## config.mk

```make
export PLATFORM = sky130hd
export DESIGN_NAME = imem_loader
export DESIGN_NICKNAME = d
export VERILOG_FILES = /design/src/rtl/imem_loader.sv
export SDC_FILE = /design/constraint.sdc
export NUM_CORES = 1
export LEC_CHECK = 0
export ABC_AREA = 1
export CORE_ASPECT_RATIO = 1.2
export CORE_MARGIN = 5
export CORE_UTILIZATION = 55
export DETAILED_ROUTE_END_ITERATION = 8
export MAX_ROUTING_LAYER = met4
export PLACE_DENSITY = 0.85
export SLEW_MARGIN = 15
export SYNTH_ARGS = -nofsm -noshare
export SYNTH_HDL_FRONTEND = slang
export SYNTH_SLANG_ARGS = --single-unit
```

## constraint.sdc

```tcl
create_clock -name clk -period 8.5 [get_ports clk]
set_clock_uncertainty 0.1 [all_clocks]
set_input_delay 1.7 -clock clk [delete_from_list [all_inputs] [get_ports clk]]
set_output_delay 1.7 -clock clk [all_outputs]
set_load 0.03 [all_outputs]
```

## src/rtl/imem_loader.sv

```systemverilog
// imem_loader: loads a length-prefixed, little-endian byte stream into instruction memory while holding the core in reset
module imem_loader #(
    parameter int WIDTH1   = 32,
    parameter int MEM_SIZE = 1024
) (
    input  logic                      clk,
    input  logic                      reset,
    input  logic                      start,
    input  logic                      in_valid,
    input  logic [7:0]                in_data,
    output logic                      in_ready,
    output logic                      wr,
    output logic [WIDTH1-1:0]         addr,
    output logic [WIDTH1-1:0]         wdata,
    output logic                      core_hold,
    output logic                      busy,
    output logic                      done,
    output logic                      error,
    output logic [$clog2(MEM_SIZE):0] words_loaded
);
    localparam int WCW = $clog2(MEM_SIZE) + 1;
    localparam logic [31:0] MAXW = 32'(MEM_SIZE);

    localparam logic [2:0] IDLE   = 3'd0;
    localparam logic [2:0] LEN_LO = 3'd1;
    localparam logic [2:0] LEN_HI = 3'd2;
    localparam logic [2:0] DATA   = 3'd3;
    localparam logic [2:0] SETUP  = 3'd4;
    localparam logic [2:0] WRITE  = 3'd5;
    localparam logic [2:0] DONE   = 3'd6;
    localparam logic [2:0] ERROR  = 3'd7;

    logic [2:0]     state;
    logic [15:0]    len;
    logic [1:0]     cnt;
    logic [23:0]    sbuf;
    logic [15:0]    n;
    logic [WCW-1:0] next_wl;

    assign n         = {in_data, len[7:0]};
    assign next_wl   = words_loaded + WCW'(1);
    assign in_ready  = state == LEN_LO || state == LEN_HI || state == DATA;
    assign busy      = in_ready || state == SETUP || state == WRITE;
    assign done      = state == DONE;
    assign error     = state == ERROR;
    assign core_hold = state != DONE;

    // session sequencer: length capture, byte assembly, registered write strobe
    always_ff @(posedge clk or posedge reset) begin
        if (reset) begin
            state        <= IDLE;
            len          <= '0;
            cnt          <= '0;
            sbuf         <= '0;
            addr         <= '0;
            wdata        <= '0;
            wr           <= 1'b0;
            words_loaded <= '0;
        end else begin
            wr <= 1'b0;
            case (state)
                IDLE, DONE, ERROR: if (start) begin
                    state        <= LEN_LO;
                    words_loaded <= '0;
                    cnt          <= '0;
                end
                LEN_LO: if (in_valid) begin
                    len[7:0] <= in_data;
                    state    <= LEN_HI;
                end
                LEN_HI: if (in_valid) begin
                    len[15:8] <= in_data;
                    state     <= n == 16'd0 ? DONE : {16'd0, n} > MAXW ? ERROR : DATA;
                end
                DATA: if (in_valid) begin
                    cnt <= cnt + 2'd1;
                    if (cnt == 2'd3) begin
                        wdata <= WIDTH1'({in_data, sbuf});
                        addr  <= WIDTH1'(words_loaded) << 2;
                        state <= SETUP;
                    end else begin
                        sbuf <= {in_data, sbuf[23:8]};
                    end
                end
                SETUP: begin
                    wr    <= 1'b1;
                    state <= WRITE;
                end
                WRITE: begin
                    words_loaded <= next_wl;
                    state        <= 32'(next_wl) == 32'(len) ? DONE : DATA;
                end
                default: state <= IDLE;
            endcase
        end
    end
endmodule

```

* Word-level counts from Yosys, hierarchy flattened
Cells that the tools add are included.
Word-level totals: register bits after elaboration 100, output and inout port bits 81
Operators by class: magnitude comparators 1, equality and inequality tests 15, reduce and logical (&&, ||, !) cells 16, add/sub/neg operators 2, bitwise logic cells 1, mux-type cells 15
Operators by type and width (count):
- 3-bit two-way mux | 8
- 11-bit case mux with 2 select lines | 1
- 3-bit case mux with 6 select lines | 1
- 11-bit by 16-bit == test with 1-bit output | 1
- 16-bit by 11-bit greater-than comparator with 1-bit output (second input constant) | 1
- 16-bit logical NOT | 1
- 3-bit == test (second input constant) | 4
- 11-bit by 1-bit adder with 11-bit output (second input constant) | 1
- 11-bit two-way mux | 1
- 3-bit AND reduction | 3
- 2-bit inequality test (second input constant) | 4
- 3-bit by 2-bit == test with 1-bit output (second input constant) | 2
- 2-bit AND reduction | 3
- 5-bit AND reduction | 1
- 1-bit logical OR | 4
- 2-bit two-way mux | 2
- 2-bit case mux with 2 select lines | 1
- 2-bit nonzero test | 2
- 3-bit by 1-bit == test with 1-bit output (second input constant) | 1
- 3-bit logical NOT | 1
- 3-bit inequality test (second input constant) | 1
- 3-bit OR reduction | 1
- 2-bit by 1-bit adder with 2-bit output (second input constant) | 1
- 2-bit == test (second input constant) | 1
- other kinds (3) | 3

* Logic depth before layout (Yosys ltp)
Gate-level depths: netlist of the first run.
word-level depth 5, gate-level depth with buffers 15

* Worst setup path before layout of the first run
OpenSTA, ideal clock, no wires.
kind reg2out, start point register state[2], end point output core_hold, arrival time 1.409 ns, data required time 6.700 ns, stages on the path, launching flop included 4, setup slack 5.291 ns, path buffers 0, cells stage by stage dfrtp_1 inv_1 nor2_1 inv_1
On the way: longest elaborated chain between the ends 1
RTL lines:
- start, declared | line 33 | logic [2:0] state;
- start signal, assigned | line 73 | state <= n == 16'd0 ? DONE : {16'd0, n} > MAXW ? ERROR : DATA;
- start signal, assigned | line 91 | state <= 32'(next_wl) == 32'(len) ? DONE : DATA;
- 3-bit inequality test | line 46 | assign core_hold = state != DONE;
- end, declared | line 15 | output logic core_hold,
Every way passes these cells.

* Worst setup path after layout of the first run
start point register state[0], end point output busy
On the way: longest elaborated chain between the ends 5, elaborated cells on any way between the ends 9, classes of those cells 5 x eq/ne; 4 x reduce/logical
RTL lines:
- 3-bit by 1-bit == test with 1-bit output / 3-bit by 2-bit == test with 1-bit output (equally long branches) | line 42 | assign in_ready = state == LEN_LO || state == LEN_HI || state == DATA;
- 1-bit logical OR (2 in series) | line 42
- 1-bit logical OR | line 43 | assign busy = in_ready || state == SETUP || state == WRITE;
- 1-bit logical OR * | line 43
- end, declared | line 16 | output logic busy,
Every way passes the cells marked *; elsewhere a longest branch is shown, timed or not.

==> metrics.cfg, run 1 <==
[timing]
period_share=0.466
relSlewSlack=0.487
drv_slew=0
tightest_slew_ns=0.769
hold_viol=0
final.setup.tns_ns=0
final-setup-viol-count=0
rsz0062_at_grt=false
timing.final.ws_setup_ns=4.54
clock.fmax_ghz=0.253
period_needed_ns=3.96

[routing]
wire_per_inst_um=13.6
wl_um=9640
antenna_left=0
drc=0
vias=3582
drt-vias-per-instance=5.06
initialDrtViolationCount=264
dr.pass1.iters=5

[grt]
grt_overflow=0
grt_max_degree=79
grt_usage=0.205
grt_pass1_vias=3506
grt_pass1_wl_um=16300
antenna_found_initial=0

[logic_synthesis]
synth_cells=522
synth_mux_area_frac=0.0197
netlist_area_um2=4580
yosysSeqAreaShare=0.546
synth_commonest_cells=nand2_1, dfrtp_1, o21ai_0, inv_1, nand3_1
synthAdderAreaFrac=0.00546
synth_top_family_by_area=simple AND/OR/NAND/NOR gates
synth.area.top_cells=dfrtp_1, nand2_1, o21ai_0
synthXorXnorAreaFrac=0.00191
yosys.area.top_type_share=0.546
synth_warnings=0
yosysUniqueCellTypes=31
synth_compound_area_frac=0.118
synth_edf_count=0
synth_most_common_cell=nand2_1
ys_seq_elements=100
synth_ff_type=dfrtp_1
syn_avg_cell_area_um2=8.78
synth-simple-area-share=0.201
synthDominantAreaCellType=dfrtp_1
synth-async-reset-ratio=1.00

[worst_setup_path]
cp-end-kind=output pin
reg2reg_to=state[2]$_DFFE_PP0P_
rrSetupSlack_ns=6.52
crit_path_max_fanout=5
critPathArrivalTime_ns=2.16
r2r_cells=14
r2r_start=words_loaded[0]$_DFFE_PP0P_
path_class=reg2out
required_ns=6.70
cp-start-kind=register

[clocking]
cts_buffer_depth=2
cts_tree=yes
cts_hold_buffers=0
ctsHtreeMaxLevel=3
clk-insertion-delay-late_ns=0.36
numCtsBuffers=9
post_cts_buffers=0
cts_resized=0
cts_root_buf=clkbuf_8
path_clk_slew_ns=0.09
cts_sinks=100

[placement]
dp_slack_ns=4.94
port_buffers=71
place_congestion=0.928
place_hpwl_um=7050

[finish]
fillers=644
syn_to_final_growth_pct=19.6
drive_gt1_frac=0.0892
n_antenna_cell=0
final_util=0.673
nNetsFinal=604

[die]
start_util=0.562
pin_count=93
die-area_um2=10300
fp.dieW_um=93.3
num_rows=36
core_um2=8150
die_y_um=110

[worst_hold_path]
hold_path_depth=2
min_to=addr[4]$_DFFE_PP0P_
hold_path.startpoint=addr[4]$_DFFE_PP0P_
hold_path_class=reg2reg

[power]
ir_worst_vdd_uv=168
powerDensity_nw_per_um2=293
design_power_total_mw=1.61
p_leak_nw=2.56

[job]
max_cap_viol_count=0

[run_status]
status=finished, final reports clean

[power by group]
group	leakage (nW)	total, mW	internal, mW	switching (mW)
clock network	0.0967	0.295	0.136	0.159
logic	1.13	0.616	0.221	0.396
registers	1.34	0.695	0.605	0.0905
[worst max path at each step]
stage / slack, ns / cells past startpoint / end / from
floorplan: 4.08 / 1 / addr[10]$_DFFE_PP0P_ / reset
global placement: 5.02 / 4 / wdata[4]$_DFFE_PP0P_ / in_valid
detailed placement: 4.94 / 7 / busy / state[0]$_DFFE_PP0P_
CTS: 4.54 / 7 / busy / state[0]$_DFFE_PP0P_
global route: 4.45 / 7 / busy / state[0]$_DFFE_PP0P_
finish: 4.54 / 7 / busy / state[0]$_DFFE_PP0P_
[critical path, cell delays in order (launching register included)]
cell	delay, ns
dfrtp_1	0.42
inv_1	0.09
nor2_2	0.15
inv_2	0.10
a31oi_4	0.16
nor2_1	0.07
inv_1	0.10
clkdlybuf4s50_1	0.69
[state kept, by name, indices dropped and copies added (netlist names)]
| signal | count |
|---|---|
| cnt | 2 |
| len | 16 |
| words_loaded | 11 |
| state | 3 |
| wr | 1 |
| wdata | 32 |
| addr | 11 |
| sbuf | 24 |
[placed cells by master, fill, tap and decap left out, drive strengths merged]
cell type        n
inv             67
clkbuf          10
nand4            4
nand3           31
mux2             8
o22ai            6
nor4             1
a211oi           1
nor2            26
xnor2            1
nand2          142
and2             1
clkdlybuf4s50   71
a21oi            3
o21a             1
clkinv           3
conb            21
nor3             1
o21ai           89
a31oi            1
bufinv           1
dfrtp          100
buf              3
ha               2
[through the flow]
stage | hold slack [ns] | cells | cell area [um2]
after floorplan | 0.349 | 542 | 4660
after global placement | 0.365 | 693 | 5300
after detailed placement | 0.373 | 693 | 5300
after CTS | 0.395 | 708 | 5480
after global routing | 0.414 | 708 | 5480
final | 0.387 | 708 | 5480
[layout make-up]
class	instances	area, um2	share of cell area
well taps	114	143	0.0260
flip-flops and latches	100	2500	0.456
inverters	66	250	0.0456
repair buffers	74	733	0.134
clock buffers	10	128	0.0233
clock inverters	5	61.3	0.0112
multi-input cells	339	1670	0.304
[metal layers]
metal,GRT usage,part of all wire,up-vias
met5,-,0,-
met4,0.0702,0.022,0
met3,0.0373,0.070,17
met2,0.330,0.49,124
met1,0.265,0.42,1685
li1,-,-,1756
[cells by family (layout without fill, tap and decap cells)]
logic type               Yosys count  count (layout)
multiplexers                       8               8
XOR/XNOR                           1               1
adder cells (fa/ha/maj)            2               2
AO/OA/AOI/OAI                    101             101
AND/OR/NAND/NOR                  206             206
buffers and inverters            103             155
flip-flops                       100             100
other                              1              21
No activity file was read; power rests on OpenSTA's default activity.
==> run 2: changes to the inputs <==
--- a/config.mk
+++ b/config.mk
@@ -8,10 +8,10 @@
 export ABC_AREA = 1
 export CORE_ASPECT_RATIO = 1.2
 export CORE_MARGIN = 5
-export CORE_UTILIZATION = 55
+export CORE_UTILIZATION = 46
 export DETAILED_ROUTE_END_ITERATION = 8
 export MAX_ROUTING_LAYER = met4
-export PLACE_DENSITY = 0.85
+export PLACE_DENSITY = 0.76
 export SLEW_MARGIN = 15
 export SYNTH_ARGS = -nofsm -noshare
 export SYNTH_HDL_FRONTEND = slang
==> constraint.sdc (replaced) <==
create_clock -name clk -period 3.55 [get_ports clk]
set_clock_uncertainty 0.1 [all_clocks]
set_input_delay 0.71 -clock clk [delete_from_list [all_inputs] [get_ports clk]]
set_output_delay 0.71 -clock clk [all_outputs]
set_load 0.03 [all_outputs]
==> metrics.cfg, run 2 (synthesized netlist as in run 1, its figures left out) <==
[run_status]
status=finished, final reports clean

[grt]
grt_overflow=0  ; unchanged
grt_max_degree=79  ; unchanged
antenna_found_initial=0  ; unchanged
grt_pass1_vias=3441  ; -1.9%
grt_pass1_wl_um=16700  ; +2.3%
grt_usage=0.179  ; -0.0267

[clocking]
cts_sinks=100  ; unchanged
cts_buffer_depth=2  ; unchanged
ctsHtreeMaxLevel=3  ; unchanged
post_cts_buffers=0  ; unchanged
cts_hold_buffers=0  ; unchanged
clk-insertion-delay-late_ns=0.34  ; -0.02 ns
numCtsBuffers=9  ; unchanged
cts_root_buf=clkbuf_16
path_clk_slew_ns=0.07  ; -0.02 ns
cts_tree=yes
cts_resized=0  ; unchanged

[routing]
vias=3538  ; -1.2%
initialDrtViolationCount=242  ; -8.3%
wl_um=9790  ; +1.6%
dr.pass1.iters=5  ; unchanged
drc=0  ; unchanged
drt-vias-per-instance=4.91  ; -2.9%
wire_per_inst_um=13.6  ; about the same
antenna_left=0  ; unchanged

[placement]
dp_slack_ns=1.03  ; -3.91 ns
placed_area_um2=5340  ; +0.76%
place_hpwl_um=7190  ; +2.0%
dp_cells=705  ; +1.7%
port_buffers=71  ; unchanged
place_congestion=0.873  ; -5.9%

[timing]
final-setup-viol-count=0  ; unchanged
period_needed_ns=2.90
rsz0062_at_grt=false
clock.fmax_ghz=0.345
final.setup.tns_ns=0  ; unchanged
timing.final.ws_setup_ns=0.651  ; -3.89 ns
period_share=0.817
drv_slew=0  ; unchanged
hold_viol=0  ; unchanged
tightest_slew_ns=0.695  ; -0.0744 ns
relSlewSlack=0.537  ; +0.0496

[worst_hold_path]
hold_path.startpoint=addr[5]$_DFFE_PP0P_
hold_path_class=reg2reg

[finish]
fin_area_um2=5640  ; +2.9%
seq_area_um2=2500  ; unchanged
n_antenna_cell=0  ; unchanged
fillers=855  ; +33%
multi_input_area_um2=1670  ; unchanged
largest_reg_flops=32  ; unchanged
regMostFlops=wdata
final_cell_mix=nand2_1, dfrtp_1, clkdlybuf4s50_1
instances_no_fill=720  ; +1.7%
nNetsFinal=604  ; unchanged
syn_to_final_growth_pct=23.1
reg.largest.list=wdata: 32 flops, sbuf: 24 flops, len: 16 flops
drive_gt1_frac=0.0892  ; unchanged
final_common_cell=nand2_1

[die]
die_y_um=119  ; +8.5%
start_util=0.465  ; -0.0973
die-area_um2=12100  ; +18%
pin_count=93  ; unchanged
fp.dieW_um=101  ; +8.3%
core_um2=9860  ; +21%
num_rows=40  ; +11%

[worst_setup_path]
critPathArrivalTime_ns=2.09  ; -0.07 ns
path_class=reg2out
crit_path_start=state[0]$_DFFE_PP0P_
crit_path_max_fanout=5  ; unchanged
required_ns=2.74  ; -3.96 ns
cp-end-kind=output pin
r2r_start=words_loaded[0]$_DFFE_PP0P_
cp-start-kind=register

[job]
max_cap_viol_count=0  ; unchanged

[power]
powerDensity_nw_per_um2=733  ; +150%
pwr-share-comb=0.353  ; -0.031
p_leak_nw=2.63  ; +2.4%
ir_worst_vdd_uv=333  ; +98%
switching_power_mw=1.55  ; +140%
netSwitchingFraction=0.373  ; -0.0281
power_frac_seq=0.404  ; -0.029
p_clk_frac=0.243  ; +0.059
internal-power_mw=2.59  ; +170%

-- run 2: final timing paths --
path | cells past startpoint | endpoint | slack (ns)
max in group asynchronous | 3 | len[0]$_DFFE_PP0P_ | 1.92
worst min-delay path | 2 | addr[5]$_DFFE_PP0P_ | 0.38
worst max register to register | 14 | state[2]$_DFFE_PP0P_ | 1.52
min in group asynchronous | 2 | wdata[13]$_DFFE_PP0P_ | 0.73
worst min register to register | 2 | addr[5]$_DFFE_PP0P_ | 0.38
worst max-delay path | 7 | busy | 0.65
-- run 2: area by class of cell --
class	count	area share
sequential	100	0.444
clock inverter	5	0.0138
multi-input combinational	339	0.295
inverter	66	0.0444
timing repair buffer	74	0.134
tap	126	0.0279
clock buffer	10	0.0406
-- run 2: critical path, stage by stage, from the launching register on --
cell             delay, ns
dfrtp_1               0.42
inv_1                 0.09
nor2_2                0.14
inv_2                 0.10
a31oi_4               0.15
nor2_1                0.07
inv_1                 0.10
clkdlybuf4s50_1       0.68
-- run 2: power by group through the flow --
stage | Clock [mW] | Combinational, mW | Sequential, mW
after global placement | 0 | 1.42 | 1.67
final | 1.01 | 1.46 | 1.67
after floorplan | 0 | 0.853 | 1.83
after global routing | 1.07 | 1.63 | 1.71
after detailed placement | 0 | 1.46 | 1.69
after CTS | 1.02 | 1.47 | 1.67
-- run 2: stage by stage --
step / utilization / total power, mW / hold slack (ns)
2_1_floorplan: - / 2.69 / 0.349
3_5_place_dp: 0.541 / 3.15 / 0.373
5_1_grt: 0.572 / 4.42 / 0.407
3_3_place_gp: 0.541 / 3.09 / 0.364
4_1_cts: 0.572 / 4.17 / 0.388
6_report: 0.572 / 4.14 / 0.383
-- run 2: routing by layer --
| layer | vias to the layer above | wire length (um) | global-route usage |
|---|---|---|---|
| met1 | 1660 | 4160 | 0.227 |
| met3 | 14 | 480 | 0.0252 |
| met2 | 98 | 4980 | 0.283 |
| met5 | - | 0 | - |
| li1 | 1766 | - | - |
| met4 | 0 | 163 | 0.0798 |
